`src/rtl/dice_controller.sv`:
```
// Roll-button capture for the dice game: synchronizes the raw button, detects
// its rising edge and latches the free-running die face into a stable register.
module dice_controller #(
    parameter int SYNC_STAGES = 2,
    parameter int FACE_MIN    = 1,
    parameter int FACE_MAX    = 6
) (
    input  logic       clk,
    input  logic       rst_n,
    input  logic       roll_btn,
    input  logic [2:0] running_value,
    output logic [2:0] stored_value,
    output logic       rolled
);

    localparam logic [2:0] FACE_LO = 3'(FACE_MIN);
    localparam logic [2:0] FACE_HI = 3'(FACE_MAX);

    function automatic logic face_legal(input logic [2:0] face);
        return (face >= FACE_LO) && (face <= FACE_HI);
    endfunction

    logic btn_s;
    logic btn_prev_p1;
    logic pending;
    logic press_evt;
    logic take;

    // Button synchronizer; zero stages feeds the raw input straight to the edge detector.
    generate
        if (SYNC_STAGES == 0) begin : g_nosync
            assign btn_s = roll_btn;
        end else begin : g_sync
            logic [SYNC_STAGES-1:0] sync_p;

            always_ff @(posedge clk or negedge rst_n) begin
                if (!rst_n) begin
                    sync_p <= '0;
                end else begin
                    sync_p[0] <= roll_btn;
                    for (int i = 1; i < SYNC_STAGES; i++) begin
                        sync_p[i] <= sync_p[i-1];
                    end
                end
            end

            assign btn_s = sync_p[SYNC_STAGES-1];
        end
    endgenerate

    // A press seen on an illegal face is remembered until the generator shows a legal one.
    always_comb begin
        press_evt = btn_s & ~btn_prev_p1;
        take      = (press_evt | pending) & face_legal(running_value);
    end

    // Edge-detect, pending flag and the captured face.
    always_ff @(posedge clk or negedge rst_n) begin
        if (!rst_n) begin
            btn_prev_p1  <= 1'b0;
            pending      <= 1'b0;
            stored_value <= 3'd0;
            rolled       <= 1'b0;
        end else begin
            btn_prev_p1 <= btn_s;
            pending     <= (press_evt | pending) & ~face_legal(running_value);
            rolled      <= take;
            if (take) begin
                stored_value <= running_value;
            end
        end
    end

endmodule

```
`config.mk`:
```
export PLATFORM = sky130hd
export DESIGN_NAME = dice_controller
export DESIGN_NICKNAME = d
export VERILOG_FILES = /design/src/rtl/dice_controller.sv
export SDC_FILE = /design/constraint.sdc
export NUM_CORES = 1
export LEC_CHECK = 0
export BUFFER_PORTS_ARGS = -buffer_cell sky130_fd_sc_hd__buf_4
export CAP_MARGIN = 20
export CORE_MARGIN = 2
export CORE_UTILIZATION = 28
export CTS_CLUSTER_SIZE = 16
export DETAILED_ROUTE_END_ITERATION = 8
export GPL_ROUTABILITY_DRIVEN = 0
export PLACE_DENSITY_LB_ADDON = 0.15
export SYNTH_ARGS = -nofsm -noshare
export SYNTH_HDL_FRONTEND = slang
export SYNTH_SLANG_ARGS = --single-unit
```
`constraint.sdc`:
```
create_clock -name clk -period 1.2 [get_ports clk]
set_input_delay 0.06 -clock clk [delete_from_list [all_inputs] [get_ports clk]]
set_output_delay 0.06 -clock clk [all_outputs]
set_load 0.03 [all_outputs]
```
==> results of run 1 <==
==> kinds of logic (layout without fill, tap and decap cells) <==
group / after synthesis / in the layout
AND/OR/NAND/NOR: 9 / 9
flip-flops: 8 / 8
AO/OA/AOI/OAI: 10 / 10
buffers and inverters: 6 / 20
==> critical path: stages (launching register included) <==
cell	delay (ns)
dfrtp_1	0.37
nor2b_4	0.14
or2_4	0.26
o21a_1	0.11
==> metal layers <==
metal  GRT usage  up-vias
met3      0.0500        4
met5           0        -
li1            -      146
met2       0.161        8
met4       0.100        0
met1       0.167      134
==> final cells by class <==
| type | count | area, sq um | area share |
|---|---|---|---|
| Multi-Input combinational cell | 19 | 144 | 0.290 |
| Timing Repair Buffer | 11 | 87.6 | 0.177 |
| Inverter | 6 | 22.5 | 0.0455 |
| Clock buffer | 3 | 22.5 | 0.0455 |
| Sequential cell | 8 | 200 | 0.404 |
| Tap cell | 15 | 18.8 | 0.0379 |
==> flip-flops by register name, indices dropped and copies added (netlist names) <==
register,count
stored_value,3
g_sync.sync_p,2
btn_prev_p1,1
pending,1
rolled,1
==> synth_stat cells, drive strengths merged <==
cell / instances
o211ai: 3
o21a: 1
o21ai: 3
nor2: 4
dfrtp: 8
or2: 1
inv: 6
o221ai: 3
nor3: 3
nor2b: 1
==> power by group through the flow <==
stage | clock [mW] | sequential [mW] | combinational, mW
floorplan | 0 | 0.340 | 0.0532
global placement | 0 | 0.309 | 0.140
detailed placement | 0 | 0.311 | 0.141
CTS | 0.219 | 0.306 | 0.147
global route | 0.234 | 0.309 | 0.160
finish | 0.216 | 0.305 | 0.145
==> repair_timing <==
action | in CTS | in global routing
endpoints found under the hold margin | 9 | 0
hold buffers | 2 | 0
gates resized for setup | 0 | 0
==> stage by stage <==
stage | hold slack (ns) | instance area (sq um) | power (mW) | util
floorplan | -0.236 | 367 | 0.393 | -
global placement | -0.117 | 453 | 0.450 | 0.357
detailed placement | -0.114 | 453 | 0.452 | 0.357
CTS | 0.123 | 495 | 0.672 | 0.391
global route | 0.145 | 495 | 0.703 | 0.391
finish | 0.114 | 495 | 0.666 | 0.391
==> path summary, 6_finish.rpt <==
kind / from / to / slack (ns) / cells after the start
worst max-delay path: g_sync.sync_p[1] / pending / 0.23 / 3
worst min-delay path: running_value[0] / stored_value[0] / 0.11 / 3
worst max register to register: g_sync.sync_p[1] / pending / 0.23 / 3
worst min register to register: g_sync.sync_p[0] / g_sync.sync_p[1] / 0.35 / 0
max in group asynchronous: rst_n / g_sync.sync_p[0] / 0.92 / 2
min in group asynchronous: rst_n / stored_value[0] / 0.15 / 2
==> reports/qor.yml, run 1 <==
synth:
  yosysWarnings: 0
  muxShareOfSynthArea: 0
  syn_nets: 39
  synthDistinctLibCells: 12
  synth-seq-area-share: 0.546
  yosys.area_share.simple: 0.157
  synth.area.top_cells: "dfrtp_1 55%, o211ai_2 10%, o221ai_1 7.2%, inv_1 5.1%, o21ai_0 4.1%"
  synth_cells: 33
  synthesis.area_sq_um: 367
  synthAdderAreaFrac: 0
  netlist.area_leader.share: 0.546
  ys_seq_elements: 8
  synth_compound_area_frac: 0.235
  synth_top_cell_by_area: "dfrtp_1"
  synth_top_family_by_area: "compound AO/OA/AOI/OAI gates"
  synthXorXnorAreaFrac: 0
  synth_area_per_cell_sq_um: 11.1
final_layout:
  drive_gt1_frac: 0.404
  fill_cells: 133
  insertedDiodeCount: 0
  syn2layout_area_growth_pct: 35.2
  layout.nets: 55
  final_common_cell: "buf_4"
  stdcell_count: 62
  mostFrequentLayoutCells: "9 x buf_4, 8 x dfrtp_1, 5 x inv_1"
cts:
  root_buffer: "clkbuf_4"
  cts_setup_buffers: 0
  cts.sinks: 8
  clk_pin_slew_worst_paths_ns: 0.06
  numCtsBuffers: 3
  cts_tree: "yes"
  cts_buffer_depth: 2
  clock_latency_ns: 0.26
  htreeDepth: 1
detailed_routing:
  drc: 0
  wl_per_cell_microns: 12.0
  vias_per_cell: 4.71
  vias: 292
  drt_wl_total_microns: 742
  ant_nets: 0
  drt_iter0_drc: 3
  drt-met1-wl_microns: 333
  drtPass1Iterations: 4
  met2_length_microns: 342
  top_layer: "met4"
  wl_met3_microns: 42
die:
  dieWidth_microns: 40.2
  io-pin-count: 10
  die_area_sq_um: 1610
  die_y_microns: 40.2
  row_count: 13
  design.core.area_sq_um: 1270
  start_util: 0.289
place:
  place_inst: 57
  port_buffers: 9
  dp_slack_ns: 0.214
  dp_hpwl_microns: 530
critical_path:
  required_ns: 1.36
  worst-path-max-fanout: 5
  crit_arrival_ns: 1.13
  crit_type: "reg -> reg"
  critPathCaptureType: "flop"
  critPathLaunchType: "flop"
sta:
  fmax_mhz: 1030
  worst_slack_ns: 0.227
  tightest_slew_ns: 0.246
  tns_ns: 0
  hold_viol: 0
  maxSlewViolCount: 0
  finClkSkew_ns: 0.0101
  fin_crit_ns: 0.973
  relSlewSlack: 0.836
  rsz0062_at_grt: "no"
  fin_crit_sh: 0.811
  finalSetupViolCount: 0
global_routing:
  grt-ovfl-total: 0
  grt_pass1_wl_mm: 1.24
  antenna_found_initial: 0
  grt_usage: 0.127
  grt_max_degree: 9
  grt_pass1_vias: 260
power_and_ir_drop:
  p_switching_uw: 197
  seqPwrFrac: 0.458
  switching_share: 0.296
  ir_worst_vdd_mv: 0.572
  intPower_uw: 469
  pwr-share-comb: 0.217
  clkPwrFrac: 0.325
  leakage_nw: 0.237
  powerDensity_nw_per_um2: 1350
worst_hold_path:
  holdCritPathClass: "in -> reg"
run:
  cap_violations: 0
outcome:
  outcome: "completed"
No activity file was read; power rests on OpenSTA's default activity.
==> run 2, diff against run 1 <==
Clock period 1.2 ns to 1 ns, I/O delays scaled along.
==> run 2 against run 1 <==
  * Wire length down 3.1%
  * Largest cell class unchanged
  * Combinational power grew 21%
  * First-iteration DRC count is 33% lower
  * Total power grew 19%
  * Hold slack worse by 0.0091 ns
  * Via count shrank 2.4%
  * Final area grew 1.3%
  * Register-to-register slack worse by 0.20 ns
  * Clock skew is 0.0020 ns lower
  * Maximum frequency fell by 0.47%
==> reports/qor.yml, run 2 (synthesis results as in run 1) <==
outcome:
  outcome: "completed"
critical_path:
  required_ns: 1.15  # -0.21 ns
  reg2regPathDepth: 3  # unchanged
  worst-path-max-fanout: 5  # unchanged
  crit_type: "reg -> reg"
  cpMaxStageDelayCell: "dfrtp_1"
  r2r_start: "g_sync.sync_p[1]"
  crit_arrival_ns: 1.13  # about the same
  r2r_end: "pending"
  crit_family: "simple AND/OR/NAND/NOR gates"
  r2r_setup_slack_ns: 0.02  # -0.20 ns
  slowest_delay_ns: 0.37  # about the same
  crit_buf_inv: 0  # unchanged
  cp_cell_sequence: "nor2b_4 -> or2_4 -> o21a_1"
  critPathCaptureType: "flop"
  setup.worst_path.start: "g_sync.sync_p[1]"
  critPathLaunchType: "flop"
sta:
  tightest_slew_ns: 0.229  # -0.0176 ns
  finClkSkew_ns: 0.00818  # -0.00196 ns
  maxSlewViolCount: 0  # unchanged
  finalSetupViolCount: 0  # unchanged
  hold_viol: 0  # unchanged
  fin_crit_sh: 0.978  # +0.167
  relSlewSlack: 0.846  # +0.0106
  fin_crit_ns: 0.978  # +0.00463 ns
  fmax_mhz: 1020  # -0.47%
  rsz0062_at_grt: "yes"
worst_hold_path:
  min_from: "running_value[2]"
  hold_path_depth: 3  # unchanged
  holdCritPathClass: "in -> reg"
  min_to: "stored_value[2]"
final_layout:
  largestRegisters: "stored_value (3), g_sync.sync_p (2)"
  syn2layout_area_growth_pct: 36.9
  mostFrequentLayoutCells: "9 x buf_4, 8 x dfrtp_1, 5 x inv_1"
  drive_gt1_frac: 0.426  # +0.0213
  largest_reg_flops: 3  # unchanged
  regMostFlops: "stored_value"
  fin_area_sq_um: 502  # +1.3%
  layout.nets: 55  # unchanged
  final_common_cell: "buf_4"
  fill_cells: 131  # -1.5%
  stdcell_count: 62  # unchanged
  insertedDiodeCount: 0  # unchanged
global_routing:
  grt_usage: 0.127  # unchanged
  grt_max_degree: 9  # unchanged
  grt_pass1_wl_mm: 1.24  # unchanged
  grt_pass1_vias: 260  # unchanged
  antenna_found_initial: 0  # unchanged
  grt-ovfl-total: 0  # unchanged
die:
  design.core.area_sq_um: 1270  # unchanged
  die_y_microns: 40.2  # unchanged
  start_util: 0.289  # unchanged
  die_area_sq_um: 1610  # unchanged
  io-pin-count: 10  # unchanged
  row_count: 13  # unchanged
  dieWidth_microns: 40.2  # unchanged
detailed_routing:
  vias_per_cell: 4.60  # -2.4%
  drt_iter0_drc: 2  # -1
  wl_per_cell_microns: 11.6  # -3.1%
  drc: 0  # unchanged
  vias: 285  # -2.4%
  ant_nets: 0  # unchanged
  drt_wl_total_microns: 719  # -3.1%
  drtPass1Iterations: 2  # -2
place:
  post_dp_cell_area_sq_um: 453  # unchanged
  dp_hpwl_microns: 530  # unchanged
  place_inst: 57  # unchanged
  port_buffers: 9  # unchanged
cts:
  cts_setup_buffers: 0  # unchanged
  clk_pin_slew_worst_paths_ns: 0.06  # about the same
  clock_latency_ns: 0.26  # about the same
  htreeDepth: 1  # unchanged
  cts_tree: "yes"
  cts_buffer_depth: 2  # unchanged
  numCtsBuffers: 3  # unchanged
  cts.sinks: 8  # unchanged
  root_buffer: "clkbuf_4"
power_and_ir_drop:
  ir_worst_vdd_mv: 0.677  # +18%
  leakage_nw: 0.237  # +0.20%
  powerDensity_nw_per_um2: 1580  # +18%
run:
  cap_violations: 0  # unchanged
-- run 2: worst reg2reg max path, stage by stage (launching register included) --
cell     delay [ns]
dfrtp_1        0.37
nor2b_4        0.14
or2_4          0.26
o21a_1         0.11
-- run 2: area by class of cell --
class / instances / area [sq um] / area share
clock buffers: 3 / 22.5 / 0.0449
inverters: 6 / 22.5 / 0.0449
multi-input cells: 19 / 150 / 0.299
flip-flops and latches: 8 / 200 / 0.399
well taps: 15 / 18.8 / 0.0374
repair buffers: 11 / 87.6 / 0.175
-- run 2: how the worst max path moves through the flow --
| stage | end | slack [ns] | depth (start not counted) |
|---|---|---|---|
| after floorplan | pending | 0.06 | 3 |
| after global placement | pending | 0.02 | 3 |
| after detailed placement | pending | 0.01 | 3 |
| after CTS | pending | 0.02 | 3 |
| after global routing | pending | -0.05 | 3 |
| final | pending | 0.02 | 3 |
-- run 2: routing by layer --
metal  global-route usage  part of all wire  vias to the layer above
li1                     -                 -                      147
met1                0.167              0.44                      128
met2                0.161              0.47                        6
met3               0.0500             0.054                        4
met4                0.100             0.035                        0
met5                    0                 0                        -
-- run 2: what timing repair did --
| item | in CTS | in global routing |
|---|---|---|
| setup endpoints to repair | 0 | 4 |
| resized for setup | 0 | 1 |
| hold buffers | 2 | 0 |
| hold endpoints to repair | 9 | 0 |
-- run 2: per-stage QoR --
step                      power [mW]  utilization  hold WS, ns  setup TNS (ns)  setup WS (ns)
after global routing           0.848        0.395        0.125          -0.149        -0.0475
after global placement         0.539        0.357       -0.127               0         0.0227
after detailed placement       0.542        0.357       -0.124               0         0.0138
final                          0.795        0.395        0.105               0         0.0221
after floorplan                0.471            -       -0.246               0         0.0576
after CTS                      0.806        0.391        0.113               0         0.0156
-- run 2: report_power, final --
group / internal (mW) / switching, mW
Sequential: 0.350 / 0.0166
Clock: 0.138 / 0.115
Combinational: 0.0756 / 0.0999
Total: 0.563 / 0.232
==> run 3, diff against run 2 <==
Settings changed: ABC_AREA set to 1, CELL_PAD_IN_SITES_DETAIL_PLACEMENT set to 1, CELL_PAD_IN_SITES_GLOBAL_PLACEMENT set to 1, CORE_AREA set to 2 2 39 41, CORE_MARGIN 2 to not set, CORE_UTILIZATION 28 to not set, DIE_AREA set to 0 0 41 43.
==> run 3 against run 2 <==
  * Critical path depth is 3 higher
  * Flip-flop and latch count stayed put
  * Total power is 1.6% lower
  * Wire length is 16% lower
  * Clock skew is 0.0073 ns lower
  * Critical path type unchanged
  * Critical endpoint is now stored_value[2]
  * Largest power group unchanged
==> reports/qor.yml, run 3 <==
die:
  design.core.area_sq_um: 1380  # +9.1%
  die_y_microns: 43  # +7.0%
  start_util: 0.224  # -0.0647
  io-pin-count: 10  # unchanged
  die_area_sq_um: 1760  # +9.2%
  dieWidth_microns: 41  # +2.0%
  row_count: 14  # +1
synth:
  dominantRegCellSynth: "dfrtp_1"
  ys_seq_elements: 8  # unchanged
  synth_common_cells: "8 x dfrtp_1, 7 x nand2_1, 4 x inv_1"
  yosysMostFrequentCell: "dfrtp_1"
  synth-seq-area-share: 0.645  # +0.0991
  synth_cells: 29  # -12%
  syn_nets: 35  # -10%
  synth_edf_count: 0  # unchanged
  synthArstFlopShare: 1.00  # unchanged
  yosysWarnings: 0  # unchanged
  synth.area.top_cells: "dfrtp_1 65%, nand2_1 8.5%, o211ai_1 7.3%, nand3_2 6.5%, inv_1 4.8%"
  synth_area_per_cell_sq_um: 10.7  # -3.7%
  synthesis.area_sq_um: 310  # -15%
  synth_top_cell_by_area: "dfrtp_1"
  synthDistinctLibCells: 9  # -3
  netlist.area_leader.share: 0.645  # +0.0991
sta:
  maxSlewViolCount: 0  # unchanged
  tightest_slew_ns: 0.181  # -0.0478 ns
  finalSetupViolCount: 0  # unchanged
  tns_ns: 0  # unchanged
  hold_viol: 0  # unchanged
  fmax_mhz: 1130  # +10%
  finClkSkew_ns: 0.000859  # -0.00733 ns
  rsz0062_at_grt: "no"
  worst_slack_ns: 0.115  # +0.0926 ns
  relSlewSlack: 0.879  # +0.0325
  fin_crit_ns: 0.885  # -0.0926 ns
  fin_crit_sh: 0.885  # -0.0926
critical_path:
  path_common_cell: "nand2_1"
  r2r_setup_slack_ns: 0.11  # +0.09 ns
  cp_cell_sequence: "inv_1 -> nand2_1 -> nand2_2 -> nand3_4 -> nand2_1 -> nand2_1"
  critPathLaunchType: "flop"
  r2r_end: "stored_value[2]"
  cpMaxStageDelayCell: "dfrtp_1"
  slowest_delay_ns: 0.35  # -0.02 ns
  r2r_start: "btn_prev_p1"
  crit_type: "reg -> reg"
  crit_arrival_ns: 1.02  # -0.11 ns
  required_ns: 1.13  # -0.02 ns
  critPathCaptureType: "flop"
  reg2regPathDepth: 6  # +3
  worst-path-max-fanout: 5  # unchanged
cts:
  root_buffer: "clkbuf_4"
  cts.sinks: 8  # unchanged
  htreeDepth: 1  # unchanged
  numCtsBuffers: 3  # unchanged
  cts_buffer_depth: 2  # unchanged
  cts_tree: "yes"
  clock_latency_ns: 0.24  # -0.02 ns
  clk_pin_slew_worst_paths_ns: 0.05  # about the same
  cts_setup_buffers: 0  # unchanged
place:
  port_buffers: 9  # unchanged
  dp_slack_ns: 0.0795  # +0.0657 ns
  place_inst: 54  # -5.3%
  dp_hpwl_microns: 497  # -6.3%
worst_hold_path:
  min_from: "running_value[0]"
  min_to: "stored_value[0]"
  holdCritPathClass: "in -> reg"
  hold_path_depth: 3  # unchanged
final_layout:
  regMostFlops: "stored_value"
  drive_gt1_frac: 0.395  # -0.0302
  syn2layout_area_growth_pct: 44.4
  largestRegisters: "stored_value (3), g_sync.sync_p (2)"
  insertedDiodeCount: 0  # unchanged
  largest_reg_flops: 3  # unchanged
  final_core_util: 0.324  # -0.0718
  mostFrequentLayoutCells: "9 x buf_4, 8 x dfrtp_1, 7 x nand2_1"
  final_common_cell: "buf_4"
  layout.nets: 51  # -7.3%
  stdcell_count: 59  # -4.8%
detailed_routing:
  drtPass1Iterations: 2  # unchanged
  vias: 248  # -13%
  drc: 0  # unchanged
  drt_wl_total_microns: 605  # -16%
  ant_nets: 0  # unchanged
  wl_per_cell_microns: 10.3  # -12%
  vias_per_cell: 4.20  # -8.6%
  drt_iter0_drc: 1  # -1
power_and_ir_drop:
  powerDensity_nw_per_um2: 1750  # +10%
  total_power_uw: 782  # -1.6%
  ir_worst_vdd_mv: 0.452  # -33%
  leakage_nw: 0.234  # -1.1%
run:
  cap_violations: 0  # unchanged
global_routing:
  antenna_found_initial: 0  # unchanged
  grt_pass1_wl_mm: 1.11  # -10%
  grt_pass1_vias: 294  # +13%
  grt-ovfl-total: 0  # unchanged
  grt_usage: 0.0981  # -0.0291
  grt_max_degree: 9  # unchanged
outcome:
  outcome: "completed"
run 3: critical path, delay by kind of cell, from the launching register on:
kind	cells	cell delay [ns]
buffers and inverters	1	0.05
DFF	1	0.35
and+or+nand+nor	5	0.36
run 3: how the worst max path moves through the flow:
stage / startpoint / endpoint / slack, ns / cells past startpoint
6_report: btn_prev_p1 / stored_value[2] / 0.11 / 6
5_1_grt: btn_prev_p1 / stored_value[0] / 0.02 / 6
4_1_cts: btn_prev_p1 / stored_value[2] / 0.07 / 6
3_3_place_gp: btn_prev_p1 / stored_value[0] / 0.1 / 6
2_1_floorplan: btn_prev_p1 / stored_value[1] / 0.18 / 6
3_5_place_dp: btn_prev_p1 / stored_value[2] / 0.08 / 6
run 3: final cells by class:
type                    instances  area, sq um
clock buffers                   3         22.5
fillers                       164          936
inverters                       6         22.5
multi-input cells              15         95.1
flip-flops and latches          8          200
well taps                      16         20.0
repair buffers                 11         87.6
run 3: kinds of logic after synthesis:
logic type	synth area share
and+or+nand+nor	0.185
AOI/OAI and AO/OA	0.0968
buffers and inverters	0.0726
DFF	0.645
run 3: per-layer routing:
layer,track usage,vias to the layer above,part of all wire
met3,0.0157,0,0.048
met4,0.100,0,0
met5,0,-,0
li1,-,120,-
met1,0.102,120,0.39
met2,0.150,8,0.56
run 3: metrics by stage:
step                      cell area, sq um  hold slack, ns
after floorplan                        310          -0.246
after global placement                 398          -0.130
after detailed placement               398          -0.125
after CTS                              440          0.0783
after global routing                   448          0.0813
final                                  448          0.0846
run 3: timing repair:
item,4_1_cts,5_1_grt
hold buffers,2,0
endpoints found under the setup margin,0,1
endpoints found under the hold margin,9,0
resized for setup,0,1
run 3: power by group:
group          switching [mW]  leakage, nW  internal, mW  total [mW]
clock network          0.0979       0.0138         0.137       0.234
logic                   0.106        0.122        0.0686       0.174
registers              0.0162       0.0988         0.357       0.374
total                   0.220        0.234         0.562       0.782
